`src/rtl/instr_encoder_if.sv`:
```
`default_nettype none
// ============================================================================
//  Module   : instr_encoder_if
//  Brief    : Field-tuple input handshake and instruction-memory write port.
//  Revision : 1.0  initial release
// ============================================================================

`ifndef INSTR_SIZE
`define INSTR_SIZE 32
`endif

interface instr_encoder_if #(
    parameter int ADDR_WIDTH = 12
);
    logic                    in_valid;
    logic                    in_ready;
    logic [2:0]              fmt;
    logic [6:0]              opcode;
    logic [2:0]              funct3;
    logic [6:0]              funct7;
    logic [4:0]              rs1;
    logic [4:0]              rs2;
    logic [4:0]              rd;
    logic [`INSTR_SIZE-1:0]  imm;

    logic                    mem_we;
    logic [ADDR_WIDTH-1:0]   mem_addr;
    logic [`INSTR_SIZE-1:0]  mem_wdata;
    logic                    mem_ready;

    // Source of field tuples and sink of memory writes
    modport master (
        output in_valid, fmt, opcode, funct3, funct7, rs1, rs2, rd, imm, mem_ready,
        input  in_ready, mem_we, mem_addr, mem_wdata
    );

    // The encoder itself
    modport slave (
        input  in_valid, fmt, opcode, funct3, funct7, rs1, rs2, rd, imm, mem_ready,
        output in_ready, mem_we, mem_addr, mem_wdata
    );
endinterface

`default_nettype wire

```
`src/rtl/instr_encoder.sv`:
```
`default_nettype none
// ============================================================================
//  Module   : instr_encoder
//  Brief    : Packs RISC-V fields into 32-bit words, buffers and streams them
//             to instruction memory at consecutive word addresses.
//  Revision : 1.0  initial release
// ============================================================================

`ifndef INSTR_SIZE
`define INSTR_SIZE 32
`endif

module instr_encoder #(
    parameter int FIFO_DEPTH = 4,
    parameter int ADDR_WIDTH = 12,
    parameter int BASE_ADDR  = 0
) (
    input  wire logic       clk,
    input  wire logic       rstn,
    input  wire logic       clear,
    instr_encoder_if.slave  bus,
    output logic            busy,
    output logic            fmt_err,
    output logic            wrapped
);

    localparam int                    c_ptr_w = (FIFO_DEPTH > 1) ? $clog2(FIFO_DEPTH) : 1;
    localparam logic [c_ptr_w:0]      c_depth = (c_ptr_w + 1)'(FIFO_DEPTH);
    localparam logic [ADDR_WIDTH-1:0] c_base  = ADDR_WIDTH'(BASE_ADDR);
    localparam logic [ADDR_WIDTH-1:0] c_step  = ADDR_WIDTH'(4);
    localparam logic [ADDR_WIDTH-1:0] c_top   = {{(ADDR_WIDTH-2){1'b1}}, 2'b00};

    localparam logic [2:0] c_FMT_R = 3'd0;
    localparam logic [2:0] c_FMT_I = 3'd1;
    localparam logic [2:0] c_FMT_S = 3'd2;
    localparam logic [2:0] c_FMT_B = 3'd3;
    localparam logic [2:0] c_FMT_U = 3'd4;
    localparam logic [2:0] c_FMT_J = 3'd5;

    logic [`INSTR_SIZE-1:0] r_mem [FIFO_DEPTH];
    logic [c_ptr_w-1:0]     r_wptr;
    logic [c_ptr_w-1:0]     r_rptr;
    logic [c_ptr_w:0]       r_count;
    logic [ADDR_WIDTH-1:0]  r_addr;
    logic                   r_fmt_err;
    logic                   r_wrapped;

    logic [`INSTR_SIZE-1:0] w_word;
    logic                   w_fmt_ok;
    logic                   w_full;
    logic                   w_ready;
    logic                   w_accept;
    logic                   w_push;
    logic                   w_bad;
    logic                   w_pop;

    // Field packing; bit 31 first in every concatenation
    always_comb begin
        w_word   = '0;
        w_fmt_ok = 1'b1;
        case (bus.fmt)
            c_FMT_R: w_word = {bus.funct7, bus.rs2, bus.rs1, bus.funct3, bus.rd, bus.opcode};
            c_FMT_I: w_word = {bus.imm[11:0], bus.rs1, bus.funct3, bus.rd, bus.opcode};
            c_FMT_S: w_word = {bus.imm[11:5], bus.rs2, bus.rs1, bus.funct3,
                               bus.imm[4:0], bus.opcode};
            c_FMT_B: w_word = {bus.imm[12], bus.imm[10:5], bus.rs2, bus.rs1, bus.funct3,
                               bus.imm[4:1], bus.imm[11], bus.opcode};
            c_FMT_U: w_word = {bus.imm[31:12], bus.rd, bus.opcode};
            c_FMT_J: w_word = {bus.imm[20], bus.imm[10:1], bus.imm[11], bus.imm[19:12],
                               bus.rd, bus.opcode};
            default: w_fmt_ok = 1'b0;
        endcase
    end

    assign w_full   = (r_count == c_depth);
    assign w_ready  = !w_full && !clear;
    assign w_accept = bus.in_valid && w_ready;
    assign w_push   = w_accept && w_fmt_ok;
    assign w_bad    = w_accept && !w_fmt_ok;
    assign w_pop    = busy && bus.mem_ready && !clear;

    assign busy          = (r_count != '0);
    assign fmt_err       = r_fmt_err;
    assign wrapped       = r_wrapped;
    assign bus.in_ready  = w_ready;
    assign bus.mem_we    = busy;
    assign bus.mem_addr  = r_addr;
    assign bus.mem_wdata = busy ? r_mem[r_rptr] : '0;

    // Storage is never read while empty, so it needs no reset
    always_ff @(posedge clk) begin
        if (w_push) begin
            r_mem[r_wptr] <= w_word;
        end
    end

    always_ff @(posedge clk or negedge rstn) begin
        if (!rstn) begin
            r_wptr    <= '0;
            r_rptr    <= '0;
            r_count   <= '0;
            r_addr    <= c_base;
            r_fmt_err <= 1'b0;
            r_wrapped <= 1'b0;
        end else if (clear) begin
            r_wptr    <= '0;
            r_rptr    <= '0;
            r_count   <= '0;
            r_addr    <= c_base;
            r_fmt_err <= 1'b0;
            r_wrapped <= 1'b0;
        end else begin
            if (w_push) begin
                r_wptr <= r_wptr + 1'b1;
            end
            if (w_pop) begin
                r_rptr <= r_rptr + 1'b1;
                r_addr <= r_addr + c_step;
                if (r_addr == c_top) begin
                    r_wrapped <= 1'b1;
                end
            end
            case ({w_push, w_pop})
                2'b10:   r_count <= r_count + 1'b1;
                2'b01:   r_count <= r_count - 1'b1;
                default: r_count <= r_count;
            endcase
            if (w_bad) begin
                r_fmt_err <= 1'b1;
            end
        end
    end

endmodule

`default_nettype wire

```
`src/flat_wrapper.sv`:
```
// flat-port wrapper written by rule: the top's interface ports become plain ports
module instr_encoder_flat 
#(
    parameter int FIFO_DEPTH = 4,
    parameter int ADDR_WIDTH = 12,
    parameter int BASE_ADDR  = 0
)
  (clk, rstn, clear, busy, fmt_err, wrapped, bus_in_valid, bus_fmt, bus_opcode, bus_funct3, bus_funct7, bus_rs1, bus_rs2, bus_rd, bus_imm, bus_mem_ready, bus_in_ready, bus_mem_we, bus_mem_addr, bus_mem_wdata);
  instr_encoder_if #(.ADDR_WIDTH(ADDR_WIDTH)) bus_i ();
  input  wire logic clk;
  input  wire logic rstn;
  input  wire logic clear;
  output logic busy;
  output logic fmt_err;
  output logic wrapped;
  input wire logic [$bits(bus_i.in_valid)-1:0] bus_in_valid;
  input wire logic [$bits(bus_i.fmt)-1:0] bus_fmt;
  input wire logic [$bits(bus_i.opcode)-1:0] bus_opcode;
  input wire logic [$bits(bus_i.funct3)-1:0] bus_funct3;
  input wire logic [$bits(bus_i.funct7)-1:0] bus_funct7;
  input wire logic [$bits(bus_i.rs1)-1:0] bus_rs1;
  input wire logic [$bits(bus_i.rs2)-1:0] bus_rs2;
  input wire logic [$bits(bus_i.rd)-1:0] bus_rd;
  input wire logic [$bits(bus_i.imm)-1:0] bus_imm;
  input wire logic [$bits(bus_i.mem_ready)-1:0] bus_mem_ready;
  output wire logic [$bits(bus_i.in_ready)-1:0] bus_in_ready;
  output wire logic [$bits(bus_i.mem_we)-1:0] bus_mem_we;
  output wire logic [$bits(bus_i.mem_addr)-1:0] bus_mem_addr;
  output wire logic [$bits(bus_i.mem_wdata)-1:0] bus_mem_wdata;
  assign bus_i.in_valid = bus_in_valid;
  assign bus_i.fmt = bus_fmt;
  assign bus_i.opcode = bus_opcode;
  assign bus_i.funct3 = bus_funct3;
  assign bus_i.funct7 = bus_funct7;
  assign bus_i.rs1 = bus_rs1;
  assign bus_i.rs2 = bus_rs2;
  assign bus_i.rd = bus_rd;
  assign bus_i.imm = bus_imm;
  assign bus_i.mem_ready = bus_mem_ready;
  assign bus_in_ready = bus_i.in_ready;
  assign bus_mem_we = bus_i.mem_we;
  assign bus_mem_addr = bus_i.mem_addr;
  assign bus_mem_wdata = bus_i.mem_wdata;
  instr_encoder #(.FIFO_DEPTH(FIFO_DEPTH), .ADDR_WIDTH(ADDR_WIDTH), .BASE_ADDR(BASE_ADDR)) u_core (.clk(clk), .rstn(rstn), .clear(clear), .bus(bus_i), .busy(busy), .fmt_err(fmt_err), .wrapped(wrapped));
endmodule
```
`config.mk`:
```
export PLATFORM = sky130hd
export DESIGN_NAME = instr_encoder_flat
export DESIGN_NICKNAME = d
export VERILOG_FILES = /design/src/rtl/instr_encoder_if.sv /design/src/rtl/instr_encoder.sv /design/src/flat_wrapper.sv
export SDC_FILE = /design/constraint.sdc
export NUM_CORES = 1
export LEC_CHECK = 0
export ABC_AREA = 1
export BUFFER_PORTS_ARGS = -buffer_cell sky130_fd_sc_hd__buf_2
export CAP_MARGIN = 20
export CORE_ASPECT_RATIO = 0.7
export CORE_MARGIN = 3
export CORE_UTILIZATION = 50
export CTS_CLUSTER_DIAMETER = 80
export DETAILED_ROUTE_END_ITERATION = 16
export PLACE_DENSITY = 0.73
export SLEW_MARGIN = 10
export SYNTH_ARGS = -nofsm -noshare
export SYNTH_HDL_FRONTEND = slang
export SYNTH_SLANG_ARGS = --single-unit
```
`constraint.sdc`:
```
create_clock -name clk -period 3.9 [get_ports clk]
set_input_delay 0.195 -clock clk [delete_from_list [all_inputs] [get_ports clk]]
set_output_delay 0.195 -clock clk [all_outputs]
set_load 0.01 [all_outputs]
```
### Word-level counts from Yosys, hierarchy flattened

Memory sizes are Yosys's and may differ from the RTL's.
Cells that the tools add are included.

| cells by class | value |
|---|---|
| add/sub/neg operators | 5 |
| equal/unequal tests | 9 |
| muxes and demuxes | 18 |
| reduce and logical (&&, ||, !) cells | 18 |

Operators by type and width:

| operator | number |
|---|---|
| $pmux W32 S6 | 1 |
| $mux W32 | 1 |
| $mux W12 | 2 |
| $add A12 B3 Y12 const B | 1 |
| $eq A12 B12 Y1 const B | 1 |
| $eq A3 B3 Y1 const B | 3 |
| $mux W1 | 8 |
| $mux W2 | 4 |
| $reduce_bool A2 Y1 | 4 |
| $eq A3 B2 Y1 const B | 2 |
| $logic_and A1 B1 Y1 | 6 |
| $pmux W3 S2 | 1 |
| $reduce_bool A3 Y1 | 2 |
| $reduce_or A6 Y1 | 1 |
| $add A2 B1 Y2 const B | 2 |
| $add A3 B1 Y3 const B | 1 |
| $eq A3 B1 Y1 const B | 1 |
| $logic_not A1 Y1 | 3 |
| $logic_not A3 Y1 | 1 |
| $mux W3 | 1 |
| $sub A3 B1 Y3 const B | 1 |
| $eq A2 B1 Y1 const B | 1 |
| $eq A2 B2 Y1 const B | 1 |
| $reduce_and A2 Y1 | 1 |

| storage, ports and cells | value |
|---|---|
| flip-flop bits (word level) | 21 |
| RAM bits | 128 |
| input bits | 72 |
| output and inout port bits | 49 |
| word-level logic and storage cells | 57 |
| memories | 1 |

Memories:

| name | words | width | rd ports | clocked after memory_dff | write ports | RTL line | text |
|---|---|---|---|---|---|---|---|
| u_core.r_mem | 4 | 32 | 1 | 0 | 1 | instr_encoder.sv:40 | `` logic [`INSTR_SIZE-1:0] r_mem [FIFO_DEPTH]; `` |

### Logic depth before layout (Yosys ltp)

| logic depth | value |
|---|---|
| depth after elaboration | 8 |
| gate-level depth with buffers | 13 |
| depth with buffers taken out | 13 |

### Worst setup path before layout

No wires, ideal clock.

| timing path | value |
|---|---|
| kind | register -> register |
| from | register u_core.r_count[0] |
| to | memory u_core.r_mem[0][0] (netlist name), enable pin |
| setup time | 0.421 ns |
| arrival | 2.133 ns |
| required time | 3.479 ns |
| path slack | 1.345 ns |
| cell stages (with the launch flop) | 5 |
| path buffers | 0 |
| period minus slack after synthesis | 2.555 ns |
| cells stage by stage | dfrtp_1 nor2_4 nand2_2 nand4_2 nor2_1 |

| between the ends | value |
|---|---|
| word-level cells in the longest chain between the ends | 7 |

RTL lines:

| item | RTL line | text |
|---|---|---|
| start, declared | instr_encoder.sv:43 | `logic [c_ptr_w:0] r_count;` |
| start signal, assigned | instr_encoder.sv:124 | `2'b10: r_count <= r_count + 1'b1;` |
| start signal, assigned | instr_encoder.sv:125 | `2'b01: r_count <= r_count - 1'b1;` |
| start signal, assigned | instr_encoder.sv:126 | `default: r_count <= r_count;` |
| $eq A3 B3 Y1 | instr_encoder.sv:75 | `assign w_full = (r_count == c_depth);` |
| $logic_not A1 Y1 | instr_encoder.sv:76 | `assign w_ready = !w_full && !clear;` |
| $logic_and A1 B1 Y1 | instr_encoder.sv:76 |  |
| $logic_and A1 B1 Y1 | instr_encoder.sv:77 | `assign w_accept = bus.in_valid && w_ready;` |
| $logic_and A1 B1 Y1 | instr_encoder.sv:78 | `assign w_push = w_accept && w_fmt_ok;` |
| $mux W1 | instr_encoder.sv:92 | `if (w_push) begin` |
| $mux W1 (implied by the code) | instr_encoder.sv:93 | `r_mem[r_wptr] <= w_word;` |
| end, declared | instr_encoder.sv:40 |  |

No other way between the ends.

### Worst setup path in the final report

| timing path | value |
|---|---|
| from | register u_core.r_rptr[0] |
| to | output bus_mem_wdata[18] |

| between the ends | value |
|---|---|
| word-level cells in the longest chain between the ends | 2 |

RTL lines:

| item | RTL line | text |
|---|---|---|
| start, declared | instr_encoder.sv:42 | `logic [c_ptr_w-1:0] r_rptr;` |
| start signal, assigned | instr_encoder.sv:117 | `r_rptr <= r_rptr + 1'b1;` |
| $mem_v2 Z4 W32 | - |  |
| $mux W32 | instr_encoder.sv:88 | `assign bus.mem_wdata = busy ? r_mem[r_rptr] : '0;` |
| end, declared | flat_wrapper.sv:29 | `output wire logic [$bits(bus_i.mem_wdata)-1:0] bus_mem_wdata;` |

No other way between the ends.

==> results.ini <==
[status]
status=completed

[critical_path]
required_ps=3700
worst-path-buf-inv=2
worst_path_max_delay_cell=inv_2
regToRegStartpoint=u_core.r_count[0]
crit_path_end_kind=output port
critPathTopFamily=buffers and inverters
max_stage_delay_ps=730
crit_type=register to output port
cp-start-kind=register
path_cells=inv_2, o21ai_0, a21oi_1, buf_2
path_max_fanout=65
worstSetupStartpoint=u_core.r_rptr[0]
crit_arrival_ps=2340

[placement]
dpl.hpwl_um=10400
gp_congestion=0.826
io_buffers=118

[global_route]
globalRouteMet2Util_pct=34.2
grt_max_degree=66
grt_use_met3_pct=4.82
grt_pass1_vias=4772
antenna_found_initial=0
grt_pass1_wl_um=24600
grt_overflow=0
grtUsageTotal_pct=22.0
busiest_layer=met2
met1_usage_pct=31.6

[route]
vias=5087
wl_per_cell_um=16.8
post-route-drc-count=0
dr.pass1.iters=6
ant_nets=0
via_per_inst=5.40
drt_wl_total_um=15800
drt_iter0_drc=496

[yosys]
synthFlopType=edfxtp_1
yosys.area.top_type=edfxtp_1
yosys-top-cells-count=nor2_1 (150), edfxtp_1 (128), nand2_1 (93), o21ai_0 (44), a21oi_1 (41)
syn_area_per_cell_um2=10.2
syn_inst=657
syn_area_um2=6670
synthArstFlopShare_pct=12.9
yosysMostFrequentCell=nor2_1
synth-seq-area-share_pct=64.8
synth_top_area_share_pct=57.6
synth_cell_type_count=35
yosysWarnings=0
synth_edf_count=128
synth-seq-cells=147
synth_area_leaders=edfxtp_1 (58%), nor2_1 (8.4%), dfrtp_1 (7.1%)

[final_layout]
num-fill-cells=1002
syn2layout_area_growth_pct=19.6
n_antenna_cell=0
drive_gt1_share_pct=22.7
fin_nets=846
multi_input_area_um2=2060
fin_util_pct=62.7
regArea_um2=4320

[pwr]
swShare_pct=32.4
clkPwrFrac_pct=34.7
seq_power_share_pct=38.7
p_switching_w=0.00155
leakagePower_nw=3.30
power_frac_comb_pct=26.6
power_density_nw_per_um2=599
peakVddDrop_mv=0.360
p_int_w=0.00323

[clock_network]
htreeDepth=4
cts_tree=yes
cts_buffers=17
path_clk_slew_ps=60
clk_latency_ps=420
ctsResizeCount=0
postCtsSetupRepairBufs=0
ctsRootBufferMaster=clkbuf_16
clock-sinks=147
clockBufferDepth=2
hold_buffers=1

[sta]
setup_tns_ps=0
slew_headroom_pct=29.8
skew_ps=10.2
max_freq_ghz=0.394
layout_worst_path_cycle_share_pct=65.0
setup_violations=0
finalHoldViolations=0
period_minus_slack_ps=2540
drv_slew=0
rsz0062_at_grt=no
tightest_slew_ps=1050

[floorplanning]
core-area_um2=12700
die_area_um2=14800
row_count=34
die_width_um=144
dieHeight_um=103
start_util_pct=52.4
io_pins=121

[hold_path]
hp-start=bus_mem_ready
hp-class=primary input to register

[run]
cap_violations=0

## cell usage in the layout (no fill, tap or decap), drive strengths merged
cell type and count:
a21oi 41, and3 1, buf 121, bufinv 3, clkbuf 18, clkinv 8
conb 2, dfrtp 19, dlygate4sd3 1, edfxtp 128, fa 1, ha 6
inv 48, nand2 100, nand3 35, nand4 6, nor2 153, nor3 3
o2111ai 1, o211ai 2, o21a 1, o21ai 78, o21bai 1, o31ai 2
xnor2 1
## worst min-delay path: cells and delay by family
kind	cells	cell delay (ps)
simple gates	1	100
buf+inv	1	110
compound gates	1	80
## kinds of logic (layout without fill, tap and decap cells)
logic type	Yosys count	in the layout	synth area share (%)
simple gates	298	298	18.9
other cells	1	2	0.0562
compound gates	126	126	9.81
fa+ha+maj	7	7	1.43
xor+xnor	1	1	0.131
flops	147	147	64.8
buf+inv	77	199	4.92
## power groups by stage
| stage | Combinational, W | Sequential [W] | Clock [W] |
|---|---|---|---|
| after CTS | 0.00128 | 0.00185 | 0.00168 |
| after global placement | 0.00125 | 0.00188 | 0 |
| after global routing | 0.00142 | 0.00185 | 0.00174 |
| after floorplan | 0.000826 | 0.00187 | 0 |
| after detailed placement | 0.00127 | 0.00188 | 0 |
| final | 0.00127 | 0.00185 | 0.00166 |
## per-stage QoR
| stage | hold WS (ps) | setup slack, ps | std cells | area [um2] | power, W |
|---|---|---|---|---|---|
| 2_1_floorplan | -101 | 1350 | 658 | 6670 | 0.00270 |
| 6_report | 104 | 1360 | 942 | 7980 | 0.00478 |
| 5_1_grt | 114 | 1230 | 942 | 7980 | 0.00502 |
| 3_3_place_gp | 162 | 1570 | 909 | 7360 | 0.00312 |
| 3_5_place_dp | 173 | 1530 | 909 | 7360 | 0.00315 |
| 4_1_cts | 89.8 | 1370 | 942 | 7980 | 0.00480 |
## worst paths after layout
path / end / slack (ps) / depth (start not counted)
worst max-delay path: bus_mem_wdata[18] / 1360 / 4
worst min-delay path: u_core.r_rptr[0] / 100 / 3
worst max register to register: u_core.r_mem[3][25] / 1640 / 4
worst min register to register: u_core.wrapped / 490 / 2
max in group asynchronous: u_core.r_rptr[0] / 3240 / 2
min in group asynchronous: u_core.bus.mem_addr[5] / 310 / 2
## layer usage
| metal | vias up | part of all wire, % |
|---|---|---|
| met5 | - | 0 |
| met4 | 0 | 1.1 |
| met3 | 15 | 7.5 |
| met2 | 211 | 46 |
| met1 | 2410 | 46 |
| li1 | 2451 | - |
## area by class of cell
cell class | instances | share of cell area [%]
flip-flops and latches | 147 | 54.2
multi-input cells | 434 | 25.8
repair buffers | 122 | 7.81
clock buffers | 18 | 5.38
well taps | 162 | 2.54
clock inverters | 14 | 2.21
inverters | 45 | 2.13
## registers in the layout, summed over array words and instances (netlist names)
| signal | flops |
|---|---|
| u_core.r_mem | 128 |
| u_core.wrapped | 1 |
| u_core.fmt_err | 1 |
| u_core.r_wptr | 2 |
| u_core.r_rptr | 2 |
| u_core.bus.mem_addr | 10 |
| u_core.r_count | 3 |
Note: power is estimated with default switching activity, not from simulation.
